[src/rtl/id_ex_stage_if.sv]
// ID/EX pipeline bus: decoder bundle and operands in, registered EX copies,
// load-use stall and bubble statistics out.
interface id_ex_stage_if #(
   parameter int DATA_WIDTH = 32,
   parameter int REG_AW     = 5,
   parameter int CNT_WIDTH  = 16
);
   logic                  id_valid;
   logic                  id_alusrc;
   logic [1:0]            id_alu_operation;
   logic                  id_memory_read;
   logic                  id_memory_write;
   logic                  id_branch;
   logic                  id_memory_to_register;
   logic                  id_register_write;
   logic [DATA_WIDTH-1:0] id_pc_plus4;
   logic [DATA_WIDTH-1:0] id_read_data1;
   logic [DATA_WIDTH-1:0] id_read_data2;
   logic [DATA_WIDTH-1:0] id_imm_ext;
   logic [REG_AW-1:0]     id_rs;
   logic [REG_AW-1:0]     id_rt;
   logic [REG_AW-1:0]     id_rd;
   logic [5:0]            id_funct;
   logic                  flush;
   logic                  hold;

   logic                  ex_valid;
   logic                  ex_alusrc;
   logic [1:0]            ex_alu_operation;
   logic                  ex_memory_read;
   logic                  ex_memory_write;
   logic                  ex_branch;
   logic                  ex_memory_to_register;
   logic                  ex_register_write;
   logic [DATA_WIDTH-1:0] ex_pc_plus4;
   logic [DATA_WIDTH-1:0] ex_read_data1;
   logic [DATA_WIDTH-1:0] ex_read_data2;
   logic [DATA_WIDTH-1:0] ex_imm_ext;
   logic [REG_AW-1:0]     ex_rs;
   logic [REG_AW-1:0]     ex_rt;
   logic [5:0]            ex_funct;
   logic [REG_AW-1:0]     ex_write_reg;
   logic                  load_use_stall;
   logic [CNT_WIDTH-1:0]  bubble_count;

   modport master (
      output id_valid, id_alusrc, id_alu_operation, id_memory_read, id_memory_write,
             id_branch, id_memory_to_register, id_register_write, id_pc_plus4,
             id_read_data1, id_read_data2, id_imm_ext, id_rs, id_rt, id_rd, id_funct,
             flush, hold,
      input  ex_valid, ex_alusrc, ex_alu_operation, ex_memory_read, ex_memory_write,
             ex_branch, ex_memory_to_register, ex_register_write, ex_pc_plus4,
             ex_read_data1, ex_read_data2, ex_imm_ext, ex_rs, ex_rt, ex_funct,
             ex_write_reg, load_use_stall, bubble_count
   );

   modport slave (
      input  id_valid, id_alusrc, id_alu_operation, id_memory_read, id_memory_write,
             id_branch, id_memory_to_register, id_register_write, id_pc_plus4,
             id_read_data1, id_read_data2, id_imm_ext, id_rs, id_rt, id_rd, id_funct,
             flush, hold,
      output ex_valid, ex_alusrc, ex_alu_operation, ex_memory_read, ex_memory_write,
             ex_branch, ex_memory_to_register, ex_register_write, ex_pc_plus4,
             ex_read_data1, ex_read_data2, ex_imm_ext, ex_rs, ex_rt, ex_funct,
             ex_write_reg, load_use_stall, bubble_count
   );
endinterface

[src/rtl/id_ex_stage.sv]
// ID/EX pipeline register: latches decode bundle, detects lw load-use hazards,
// inserts bubbles on stall/flush/invalid, honours external hold.
module id_ex_stage #(
   parameter int DATA_WIDTH = 32,
   parameter int REG_AW     = 5,
   parameter int CNT_WIDTH  = 16
) (
   input  logic          clk,
   input  logic          reset,
   id_ex_stage_if.slave  bus
);
   logic              stall;
   logic              kill;
   logic [REG_AW-1:0] wr_next;

   // rt only matters as a source when the ALU takes it (not the immediate)
   assign stall = !reset && bus.ex_valid && bus.ex_memory_read && bus.id_valid &&
                  (bus.ex_rt != '0) &&
                  ((bus.ex_rt == bus.id_rs) || ((bus.ex_rt == bus.id_rt) && !bus.id_alusrc));
   assign bus.load_use_stall = stall;

   // flush beats hold; hold beats stall and invalid-ID bubbles
   assign kill    = bus.flush || (!bus.hold && (stall || !bus.id_valid));
   assign wr_next = (bus.id_alu_operation == 2'b10) ? bus.id_rd : bus.id_rt;

   always_ff @(posedge clk) begin
      if (reset || kill) begin
         bus.ex_valid              <= 1'b0;
         bus.ex_alusrc             <= 1'b0;
         bus.ex_alu_operation      <= 2'b00;
         bus.ex_memory_read        <= 1'b0;
         bus.ex_memory_write       <= 1'b0;
         bus.ex_branch             <= 1'b0;
         bus.ex_memory_to_register <= 1'b0;
         bus.ex_register_write     <= 1'b0;
         bus.ex_pc_plus4           <= {DATA_WIDTH{1'b0}};
         bus.ex_read_data1         <= {DATA_WIDTH{1'b0}};
         bus.ex_read_data2         <= {DATA_WIDTH{1'b0}};
         bus.ex_imm_ext            <= {DATA_WIDTH{1'b0}};
         bus.ex_rs                 <= {REG_AW{1'b0}};
         bus.ex_rt                 <= {REG_AW{1'b0}};
         bus.ex_funct              <= 6'd0;
         bus.ex_write_reg          <= {REG_AW{1'b0}};
      end else if (!bus.hold) begin
         bus.ex_valid              <= 1'b1;
         bus.ex_alusrc             <= bus.id_alusrc;
         bus.ex_alu_operation      <= bus.id_alu_operation;
         bus.ex_memory_read        <= bus.id_memory_read;
         bus.ex_memory_write       <= bus.id_memory_write;
         bus.ex_branch             <= bus.id_branch;
         bus.ex_memory_to_register <= bus.id_memory_to_register;
         bus.ex_register_write     <= bus.id_register_write;
         bus.ex_pc_plus4           <= bus.id_pc_plus4;
         bus.ex_read_data1         <= bus.id_read_data1;
         bus.ex_read_data2         <= bus.id_read_data2;
         bus.ex_imm_ext            <= bus.id_imm_ext;
         bus.ex_rs                 <= bus.id_rs;
         bus.ex_rt                 <= bus.id_rt;
         bus.ex_funct              <= bus.id_funct;
         bus.ex_write_reg          <= wr_next;
      end
   end

   // only hazard bubbles are counted, and only when they actually land in EX
   always_ff @(posedge clk) begin
      if (reset)
         bus.bubble_count <= '0;
      else if (!bus.flush && !bus.hold && stall && (bus.bubble_count != '1))
         bus.bubble_count <= bus.bubble_count + CNT_WIDTH'(1);
   end
endmodule

[src/flat_wrapper.sv]
// flat-port wrapper written by rule: the top's interface ports become plain ports
module id_ex_stage_flat 
#(
   parameter int DATA_WIDTH = 32,
   parameter int REG_AW     = 5,
   parameter int CNT_WIDTH  = 16
)
  (clk, reset, bus_id_valid, bus_id_alusrc, bus_id_alu_operation, bus_id_memory_read, bus_id_memory_write, bus_id_branch, bus_id_memory_to_register, bus_id_register_write, bus_id_pc_plus4, bus_id_read_data1, bus_id_read_data2, bus_id_imm_ext, bus_id_rs, bus_id_rt, bus_id_rd, bus_id_funct, bus_flush, bus_hold, bus_ex_valid, bus_ex_alusrc, bus_ex_alu_operation, bus_ex_memory_read, bus_ex_memory_write, bus_ex_branch, bus_ex_memory_to_register, bus_ex_register_write, bus_ex_pc_plus4, bus_ex_read_data1, bus_ex_read_data2, bus_ex_imm_ext, bus_ex_rs, bus_ex_rt, bus_ex_funct, bus_ex_write_reg, bus_load_use_stall, bus_bubble_count);
  id_ex_stage_if #(.DATA_WIDTH(DATA_WIDTH), .REG_AW(REG_AW), .CNT_WIDTH(CNT_WIDTH)) bus_i ();
  input  logic clk;
  input  logic reset;
  input wire logic [$bits(bus_i.id_valid)-1:0] bus_id_valid;
  input wire logic [$bits(bus_i.id_alusrc)-1:0] bus_id_alusrc;
  input wire logic [$bits(bus_i.id_alu_operation)-1:0] bus_id_alu_operation;
  input wire logic [$bits(bus_i.id_memory_read)-1:0] bus_id_memory_read;
  input wire logic [$bits(bus_i.id_memory_write)-1:0] bus_id_memory_write;
  input wire logic [$bits(bus_i.id_branch)-1:0] bus_id_branch;
  input wire logic [$bits(bus_i.id_memory_to_register)-1:0] bus_id_memory_to_register;
  input wire logic [$bits(bus_i.id_register_write)-1:0] bus_id_register_write;
  input wire logic [$bits(bus_i.id_pc_plus4)-1:0] bus_id_pc_plus4;
  input wire logic [$bits(bus_i.id_read_data1)-1:0] bus_id_read_data1;
  input wire logic [$bits(bus_i.id_read_data2)-1:0] bus_id_read_data2;
  input wire logic [$bits(bus_i.id_imm_ext)-1:0] bus_id_imm_ext;
  input wire logic [$bits(bus_i.id_rs)-1:0] bus_id_rs;
  input wire logic [$bits(bus_i.id_rt)-1:0] bus_id_rt;
  input wire logic [$bits(bus_i.id_rd)-1:0] bus_id_rd;
  input wire logic [$bits(bus_i.id_funct)-1:0] bus_id_funct;
  input wire logic [$bits(bus_i.flush)-1:0] bus_flush;
  input wire logic [$bits(bus_i.hold)-1:0] bus_hold;
  output wire logic [$bits(bus_i.ex_valid)-1:0] bus_ex_valid;
  output wire logic [$bits(bus_i.ex_alusrc)-1:0] bus_ex_alusrc;
  output wire logic [$bits(bus_i.ex_alu_operation)-1:0] bus_ex_alu_operation;
  output wire logic [$bits(bus_i.ex_memory_read)-1:0] bus_ex_memory_read;
  output wire logic [$bits(bus_i.ex_memory_write)-1:0] bus_ex_memory_write;
  output wire logic [$bits(bus_i.ex_branch)-1:0] bus_ex_branch;
  output wire logic [$bits(bus_i.ex_memory_to_register)-1:0] bus_ex_memory_to_register;
  output wire logic [$bits(bus_i.ex_register_write)-1:0] bus_ex_register_write;
  output wire logic [$bits(bus_i.ex_pc_plus4)-1:0] bus_ex_pc_plus4;
  output wire logic [$bits(bus_i.ex_read_data1)-1:0] bus_ex_read_data1;
  output wire logic [$bits(bus_i.ex_read_data2)-1:0] bus_ex_read_data2;
  output wire logic [$bits(bus_i.ex_imm_ext)-1:0] bus_ex_imm_ext;
  output wire logic [$bits(bus_i.ex_rs)-1:0] bus_ex_rs;
  output wire logic [$bits(bus_i.ex_rt)-1:0] bus_ex_rt;
  output wire logic [$bits(bus_i.ex_funct)-1:0] bus_ex_funct;
  output wire logic [$bits(bus_i.ex_write_reg)-1:0] bus_ex_write_reg;
  output wire logic [$bits(bus_i.load_use_stall)-1:0] bus_load_use_stall;
  output wire logic [$bits(bus_i.bubble_count)-1:0] bus_bubble_count;
  assign bus_i.id_valid = bus_id_valid;
  assign bus_i.id_alusrc = bus_id_alusrc;
  assign bus_i.id_alu_operation = bus_id_alu_operation;
  assign bus_i.id_memory_read = bus_id_memory_read;
  assign bus_i.id_memory_write = bus_id_memory_write;
  assign bus_i.id_branch = bus_id_branch;
  assign bus_i.id_memory_to_register = bus_id_memory_to_register;
  assign bus_i.id_register_write = bus_id_register_write;
  assign bus_i.id_pc_plus4 = bus_id_pc_plus4;
  assign bus_i.id_read_data1 = bus_id_read_data1;
  assign bus_i.id_read_data2 = bus_id_read_data2;
  assign bus_i.id_imm_ext = bus_id_imm_ext;
  assign bus_i.id_rs = bus_id_rs;
  assign bus_i.id_rt = bus_id_rt;
  assign bus_i.id_rd = bus_id_rd;
  assign bus_i.id_funct = bus_id_funct;
  assign bus_i.flush = bus_flush;
  assign bus_i.hold = bus_hold;
  assign bus_ex_valid = bus_i.ex_valid;
  assign bus_ex_alusrc = bus_i.ex_alusrc;
  assign bus_ex_alu_operation = bus_i.ex_alu_operation;
  assign bus_ex_memory_read = bus_i.ex_memory_read;
  assign bus_ex_memory_write = bus_i.ex_memory_write;
  assign bus_ex_branch = bus_i.ex_branch;
  assign bus_ex_memory_to_register = bus_i.ex_memory_to_register;
  assign bus_ex_register_write = bus_i.ex_register_write;
  assign bus_ex_pc_plus4 = bus_i.ex_pc_plus4;
  assign bus_ex_read_data1 = bus_i.ex_read_data1;
  assign bus_ex_read_data2 = bus_i.ex_read_data2;
  assign bus_ex_imm_ext = bus_i.ex_imm_ext;
  assign bus_ex_rs = bus_i.ex_rs;
  assign bus_ex_rt = bus_i.ex_rt;
  assign bus_ex_funct = bus_i.ex_funct;
  assign bus_ex_write_reg = bus_i.ex_write_reg;
  assign bus_load_use_stall = bus_i.load_use_stall;
  assign bus_bubble_count = bus_i.bubble_count;
  id_ex_stage #(.DATA_WIDTH(DATA_WIDTH), .REG_AW(REG_AW), .CNT_WIDTH(CNT_WIDTH)) u_core (.clk(clk), .reset(reset), .bus(bus_i));
endmodule
[config.mk]
export PLATFORM = sky130hd
export DESIGN_NAME = id_ex_stage_flat
export DESIGN_NICKNAME = d
export VERILOG_FILES = /design/src/rtl/id_ex_stage_if.sv /design/src/rtl/id_ex_stage.sv /design/src/flat_wrapper.sv
export SDC_FILE = /design/constraint.sdc
export NUM_CORES = 1
export LEC_CHECK = 0
export ABC_CLOCK_PERIOD_IN_PS = 3100
export BUFFER_PORTS_ARGS = -buffer_cell sky130_fd_sc_hd__buf_2
export CORE_MARGIN = 1.5
export CORE_UTILIZATION = 30
export CTS_CLUSTER_DIAMETER = 200
export DETAILED_ROUTE_END_ITERATION = 8
export GPL_TIMING_DRIVEN = 0
export SETUP_SLACK_MARGIN = 0.5
export SYNTH_ARGS = -nofsm -noshare
export SYNTH_HDL_FRONTEND = slang
export SYNTH_SLANG_ARGS = --single-unit
[constraint.sdc]
create_clock -name clk -period 3.1 [get_ports clk]
set_clock_uncertainty 0.2 [all_clocks]
set_input_delay 0.155 -clock clk [delete_from_list [all_inputs] [get_ports clk]]
set_output_delay 0.155 -clock clk [all_outputs]
set_load 0.02 [all_outputs]
After elaboration in Yosys (flattened, before gate mapping)
Index checks and enable logic that the tools add are counted.
{ "op_classes": {"addsub": 1, "eq_ne": 4, "n_mux": 1, "n_reduce_logical": 20} }
{ "op_table": {"columns": ["cell", "count"], "rows": [
  ["adder 16 x 1 -> 16 bit (second input constant)", 1],
  ["inequality test 16 bit (second input constant)", 1],
  ["== test 5 bit", 2],
  ["logical AND 1 bit", 10],
  ["logical NOT 1 bit", 5],
  ["two-way mux 5 bit", 1],
  ["nonzero test 5 bit", 1],
  ["logical OR 1 bit", 4],
  ["== test 2 bit (second input constant)", 1]
]} }
{ "word_totals": {"reg_bits": 174, "out_inout_bits": 175, "elab_cells": 43} }

Longest topological paths before layout
Gate-level depths: netlist of run 1.
{ "depth": {"ltp_word": 10, "mapped_depth": 9, "ltp_nobuf": 6} }

Worst setup path before layout of run 1
OpenSTA, ideal clock, no wires.
{ "synth_path": {"path_type": "register to register", "from": "reg u_core.bus.ex_rt[0] (netlist name)", "to": "reg u_core.bus.bubble_count[10] (netlist name)", "arrival_time_ps": 2157, "t_required_ps": 2779, "slack_ps": 622, "stages_incl_launch_ff": 9, "period_less_slack_ps": 2478, "path_cell_list": "dfxtp_1 > buf_2 > xnor2_1 > nand4_1 > o32a_1 > buf_2 > clkbuf_1 > nor4_1 > mux2_2"} }
{ "synth_between": {"elab_chain_cells": 6} }
{ "synth_rtl": {"columns": ["element", "line", "text"], "rows": [
  ["start, declared", "id_ex_stage_if.sv:64", "ex_read_data1, ex_read_data2, ex_imm_ext, ex_rs, ex_rt, ex_funct,"],
  ["start signal, assigned", "id_ex_stage.sv:41", "bus.ex_rt <= {REG_AW{1'b0}};"],
  ["start signal, assigned", "id_ex_stage.sv:58", "bus.ex_rt <= bus.id_rt;"],
  ["== test 5 bit", "id_ex_stage.sv:19", "((bus.ex_rt == bus.id_rs) || ((bus.ex_rt == bus.id_rt) && !bus.id_alusrc));"],
  ["logical AND 1 bit", "id_ex_stage.sv:19", null],
  ["logical OR 1 bit", "id_ex_stage.sv:19", null],
  ["logical AND 1 bit (*)", "id_ex_stage.sv:18", "(bus.ex_rt != '0) &&"],
  ["logical AND 1 bit (*) (2 in a row)", "id_ex_stage.sv:68", "else if (!bus.flush && !bus.hold && stall && (bus.bubble_count != '1))"],
  ["end signal, assigned", "id_ex_stage.sv:69", "bus.bubble_count <= bus.bubble_count + CNT_WIDTH'(1);"],
  ["end, declared", "id_ex_stage_if.sv:65", "ex_write_reg, load_use_stall, bubble_count"]
]} }
Mark *: on every way between the ends. The rest lies on a longest branch, timed or not.
A chain may end at the register's enable or synchronous reset.

Worst setup path in the final report of run 1
{ "layout_path": {"from": "reg u_core.bus.ex_rt[0] (netlist name)", "to": "reg u_core.bus.ex_pc_plus4[20] (netlist name)"} }
{ "layout_between": {"elab_chain_cells": 8} }
{ "layout_rtl": {"columns": ["element", "line", "text"], "rows": [
  ["== test 5 bit", "id_ex_stage.sv:19", null],
  ["logical AND 1 bit", "id_ex_stage.sv:19", null],
  ["logical OR 1 bit", "id_ex_stage.sv:19", null],
  ["logical AND 1 bit (*)", "id_ex_stage.sv:18", null],
  ["logical OR 1 bit (*)", "id_ex_stage.sv:23", "assign kill = bus.flush || (!bus.hold && (stall || !bus.id_valid));"],
  ["logical AND 1 bit (*)", "id_ex_stage.sv:23", null],
  ["logical OR 1 bit (*)", "id_ex_stage.sv:23", null],
  ["logical OR 1 bit (*)", "id_ex_stage.sv:27", "if (reset || kill) begin"],
  ["end signal, assigned", "id_ex_stage.sv:36", "bus.ex_pc_plus4 <= {DATA_WIDTH{1'b0}};"],
  ["end signal, assigned", "id_ex_stage.sv:53", "bus.ex_pc_plus4 <= bus.id_pc_plus4;"],
  ["end, declared", "id_ex_stage_if.sv:63", "ex_branch, ex_memory_to_register, ex_register_write, ex_pc_plus4,"]
]} }
Marked as above.

==> results.yml, run 1 <==
worst_setup_path:
  reg2reg_from: "u_core.bus.ex_rt[0]"
  worst_ep_required_time_ps: 3210
  cp_data_arrival_time_ps: 2660
  r2r_end: "u_core.bus.ex_pc_plus4[20]"
  critPathCaptureType: "register"
  worst-setup-path-type: "reg -> reg"
  critPathMaxFanout: 10
  worst_r2r_path_depth: 11
  r2r_setup_slack_ps: 550
  startpoint_type: "register"
global_routing:
  grt_pass1_wl_um: 32800
  grt_pass1_vias: 6255
  antenna_found_initial: 0
  grt_overflow: 0
  grt_max_degree: 19
  gr-usage-all-layers_pct: 21.1
die:
  die_x_um: 142
  die_h_um: 142
  die_area_um2: 20200
  initial_utilization_pct: 30.9
  ios: 337
  core_area_um2: 18800
  rows: 50
drt:
  route.vias.total: 6127
  wl_per_cell_um: 17.1
  firstDrtPassIters: 4
  drcViolationCount: 0
  routed_wl_um: 22100
  initialDrtViolationCount: 208
  ant_nets: 0
  routed_via_density: 4.76
clocking:
  cts_tree: "done"
  clock_path_buffers: 2
  clk_latency_ps: 420
  cts_buffers: 17
  root_buffer: "clkbuf_16"
  clock_sinks: 174
  cts.clk_slew.worst_paths_ps: 80
  htree_levels: 4
placement:
  gp_congestion: 0.834
  place_inst: 1081
  place.port_buffers: 336
  dpl.hpwl_um: 14800
  place_area_um2: 7820
sta:
  slew_headroom_pct: 43.4
  fin_crit_sh_pct: 82.3
  setup_tns_ps: 0
  hold_viol_final: 0
  whs_ps: 61.4
  tightest_slew_ps: 847
  fmax_mhz: 392
  rsz0062_at_grt: "yes"
  setup_viol: 0
  fin_crit_ps: 2550
  slew_violations: 0
power_and_ir_drop:
  ir_drop_mv: 0.374
  p_per_area_nw_per_um2: 480
  total_leakage_power_uw: 0.00488
final_layout:
  layout_common_cells: "buf_2 (345), dfxtp_1 (172), a22o_1 (157), dlygate4sd3_1 (157), clkbuf_1 (20)"
  final_cell_count_no_fill: 1288
  finalNetCount: 1177
  final_area_um2: 10300
  area_growth_pct: 76.4
  final_layout_size_suffix_gt1_share_pct: 41.4
  layout_commonest_cell: "buf_2"
synthesis:
  synth_area_per_cell_um2: 12.0
  ys_seq_area_share_pct: 59.9
  ys_warn_count: 0
  syn_nets: 648
  synth_seq_cells: 174
  async_flop_share_pct: 0
  synth_edf_count: 0
  synth_top_flop_cell: "dfxtp_1"
  synth_cell_types: 39
  syn_area_um2: 5820
  netlist_instances: 485
worst_hold_path:
  min_delay_worst_endpoint: "u_core.bus.bubble_count[1]"
  hp-class: "in -> reg"
  whs_path_depth: 5
  min-delay-start: "bus_hold"
job:
  drv_cap: 0
status:
  status: "completed"
[per-layer routing]
layer | GRT usage [%] | up-vias | share of wire, %
li1 | - | 2948 | -
met1 | 23.1 | 2890 | 39
met2 | 38.1 | 259 | 51
met3 | 7.10 | 30 | 7.5
met4 | 7.16 | 0 | 1.9
met5 | 0 | - | 0
[area by class of cell]
class	count	area, um^2
Sequential cell	174	3490
Inverter	3	11.3
Antenna cell	1	2.50
Tap cell	260	325
Fill cell	1605	8570
Buffer	42	269
Clock buffer	18	429
Multi-Input combinational cell	266	2180
Timing Repair Buffer	510	3410
Clock inverter	14	141
[report_power, final]
group	switching (uW)	internal, uW
Combinational	231	304
Sequential	24.0	2280
Clock	1020	1070
[through the flow]
stage	worst slack, ps	power, uW	util, %
3_5_place_dp	395	2690	41.5
6_report	547	4920	54.5
4_1_cts	428	4950	53.5
5_1_grt	431	5110	54.5
3_3_place_gp	400	2690	41.5
2_1_floorplan	622	2500	-
[worst max-delay path: stages, from the launching register on]
cell and delay (ps):
dfxtp_2 330, buf_6 130, buf_4 130, xnor2_1 170, nand3_1 170, o32a_1 240, buf_4 140, o21a_1 190
buf_6 140, buf_8 140, buf_2 190, a22o_1 260
[timing repair]
item | in CTS | in global routing
setup endpoints to repair | 122 | 128
hold buffers | 157 | 0
gates resized for setup | 17 | 36
buffers inserted | 9 | 8
pin swaps | 2 | 10
endpoints found under the hold margin | 159 | 0
[cells by family after synthesis]
| group | share of synthesized area, % |
|---|---|
| buf+inv | 3.33 |
| xor+xnor | 1.51 |
| mux | 1.55 |
| flops | 59.9 |
| compound gates | 27.5 |
| fa+ha+maj | 0.215 |
| simple gates | 6.00 |
[worst max-delay path by stage]
stage / start / endpoint / slack, ps / depth (start not counted)
3_3_place_gp: u_core.bus.ex_rt[1] / u_core.bus.ex_imm_ext[23] / 400 / 7
5_1_grt: u_core.bus.ex_rt[0] / u_core.bus.ex_pc_plus4[20] / 430 / 11
6_report: u_core.bus.ex_rt[0] / u_core.bus.ex_pc_plus4[20] / 550 / 11
2_1_floorplan: u_core.bus.ex_rt[0] / u_core.bus.bubble_count[10] / 620 / 8
3_5_place_dp: u_core.bus.ex_rt[1] / u_core.bus.ex_imm_ext[25] / 390 / 7
4_1_cts: u_core.bus.ex_rt[0] / bus_load_use_stall / 430 / 9
[Yosys cell counts (4+ instances only)]
cell,n,area share (%)
a21oi_1,11,0.95
a22o_1,157,24
buf_2,20,1.7
clkbuf_1,22,1.4
dfxtp_1,174,60
mux2_2,8,1.5
nand2_1,9,0.58
nand3_1,4,0.34
nand4_1,6,0.65
nor2_1,8,0.52
o21ai_0,4,0.34
o31ai_1,6,0.77
o41ai_1,4,0.60
or4_1,8,1.0
xnor2_1,9,1.4
No activity file was read; power rests on OpenSTA's default activity.
==> inputs of run 2 (changes only) <==
Settings changed: ABC_CLOCK_PERIOD_IN_PS 3100 to 2300.
Clock period 3.1 ns to 2.3 ns, I/O delays scaled along.
==> results.yml, run 2 (synthesized netlist as in run 1, its figures left out) <==
drt:
  ant_nets: 0
  firstDrtPassIters: 4
  route.vias.total: 6289
  routed_via_density: 4.80
  drcViolationCount: 0
  routed_wl_um: 23600
  initialDrtViolationCount: 189
  wl_per_cell_um: 18.0
worst_setup_path:
  cp_data_arrival_time_ps: 2540
  worst-setup-path-type: "reg -> reg"
  worstSetupStartpoint: "u_core.bus.ex_rt[0]"
  startpoint_type: "register"
  critPathCaptureType: "register"
  worst_ep_required_time_ps: 2420
  r2r_setup_slack_ps: -120
  critPathMaxFanout: 7
  reg2reg_from: "u_core.bus.ex_rt[0]"
final_layout:
  layout_common_cells: "buf_2 (335), dfxtp_1 (158), a22o_1 (157), dlygate4sd3_1 (155), clkbuf_1 (20)"
  final_layout_size_suffix_gt1_share_pct: 46.5
  area_growth_pct: 93.9
  finalNetCount: 1198
  layout_commonest_cell: "buf_2"
  final_area_um2: 11300
power_and_ir_drop:
  p_int_uw: 5150
  clock_power_share_pct: 42.9
  ir_drop_mv: 0.473
  total_leakage_power_uw: 0.00526
  p_sw_share_pct: 24.4
  power_frac_comb_pct: 11.7
  p_per_area_nw_per_um2: 604
  seq_power_share_pct: 45.5
  switchingPower_uw: 1660
die:
  initial_utilization_pct: 30.9
  die_area_um2: 20200
  die_h_um: 142
  core_area_um2: 18800
  ios: 337
  rows: 50
  die_x_um: 142
sta:
  rsz0062_at_grt: "yes"
  fin_crit_sh_pct: 105
  fin_crit_ps: 2420
  hold_viol_final: 4
  slew_violations: 0
  setup_viol: 135
  slew_headroom_pct: 51.0
  setup_tns_ps: -7590
  fin_ws_ps: -123
  whs_ps: -198
  tightest_slew_ps: 735
  fmax_mhz: 413
clocking:
  clk_latency_ps: 420
  root_buffer: "clkbuf_16"
  cts.clk_slew.worst_paths_ps: 70
  clock_path_buffers: 2
  holdBufCountCts: 155
  cts_tree: "done"
  htree_levels: 4
  clock_sinks: 174
  cts_buffers: 17
placement:
  dpl.hpwl_um: 14400
  place.port_buffers: 336
  gp_congestion: 0.804
  place_area_um2: 8030
status:
  violations: "hold timing, setup timing"
  status: "finished, violations left"
worst_hold_path:
  min-delay-start: "bus_id_rt[4]"
  hp-class: "in -> reg"
job:
  drv_cap: 0
global_routing:
  grt_pass1_wl_um: 35800
  grt_pass1_vias: 6605
  antenna_found_initial: 1
  grt_overflow: 0
  grt_max_degree: 17
  gr-usage-all-layers_pct: 22.9
[run 2: cell count changes in the layout (fill, tap and decap cells not counted), sizes merged, moves of 2 or more]
cell,delta
clkinv,-3
dlygate4sd3,-2
buf,+22
bufinv,+2
diode,+3
[run 2: worst max-delay path, stage by stage (launching register included)]
cell and delay, ps:
dfxtp_4 350, buf_6 110, xnor2_2 110, nand4_1 130, o32a_1 380, o21a_1 210, clkbuf_16 190, buf_12 130
buf_16 130, buf_16 130, a22o_1 220
[run 2: routing by layer]
metal | global-route usage (%) | vias to the layer above | part of all wire [%]
met3 | 6.90 | 34 | 6.9
met2 | 39.6 | 255 | 50
met5 | 0 | - | 0.025
met1 | 27.1 | 2996 | 41
li1 | - | 3002 | -
met4 | 7.70 | 2 | 2.0
[run 2: power by group through the flow]
| stage | clock network, uW | logic, uW | registers [uW] |
|---|---|---|---|
| 4_1_cts | 2980 | 778 | 3090 |
| 6_report | 2920 | 795 | 3100 |
| 3_5_place_dp | 0 | 472 | 3160 |
| 2_1_floorplan | 0 | 149 | 3230 |
| 3_3_place_gp | 0 | 468 | 3160 |
| 5_1_grt | 3140 | 844 | 3100 |
[run 2: final timing paths]
path / cells after the start / end
worst max register to register: 10 / u_core.bus.ex_pc_plus4[15]
worst max-delay path: 10 / u_core.bus.ex_pc_plus4[15]
worst min-delay path: 2 / u_core.bus.ex_rt[4]
worst min register to register: 1 / u_core.bus.ex_imm_ext[6]
[run 2: per-stage QoR]
step / utilization [%] / total power, uW / worst slack [ps] / hold WS [ps] / cells
2_1_floorplan: - / 3380 / 95.0 / 47.6 / 485
3_3_place_gp: 42.6 / 3630 / -121 / 131 / 1081
3_5_place_dp: 42.6 / 3630 / -158 / 138 / 1081
4_1_cts: 59.1 / 6850 / -128 / -240 / 1302
5_1_grt: 59.8 / 7080 / -198 / -220 / 1308
6_report: 59.9 / 6810 / -123 / -198 / 1311
[run 2: cell type report]
type	count	area (um^2)
Sequential cell	174	3520
Buffer	42	450
Antenna cell	4	10.0
Multi-Input combinational cell	266	2370
Clock buffer	18	429
Clock inverter	13	155
Inverter	3	11.3
Timing Repair Buffer	531	4010
Tap cell	260	325
Fill cell	1502	7550
[run 2: what timing repair did]
item                       4_1_cts  5_1_grt
setup buffers                   17        5
setup endpoints to repair      175      175
hold endpoints to repair       159        4
cloned                          18        0
gates resized for setup         75       22
pin swaps                       23       13
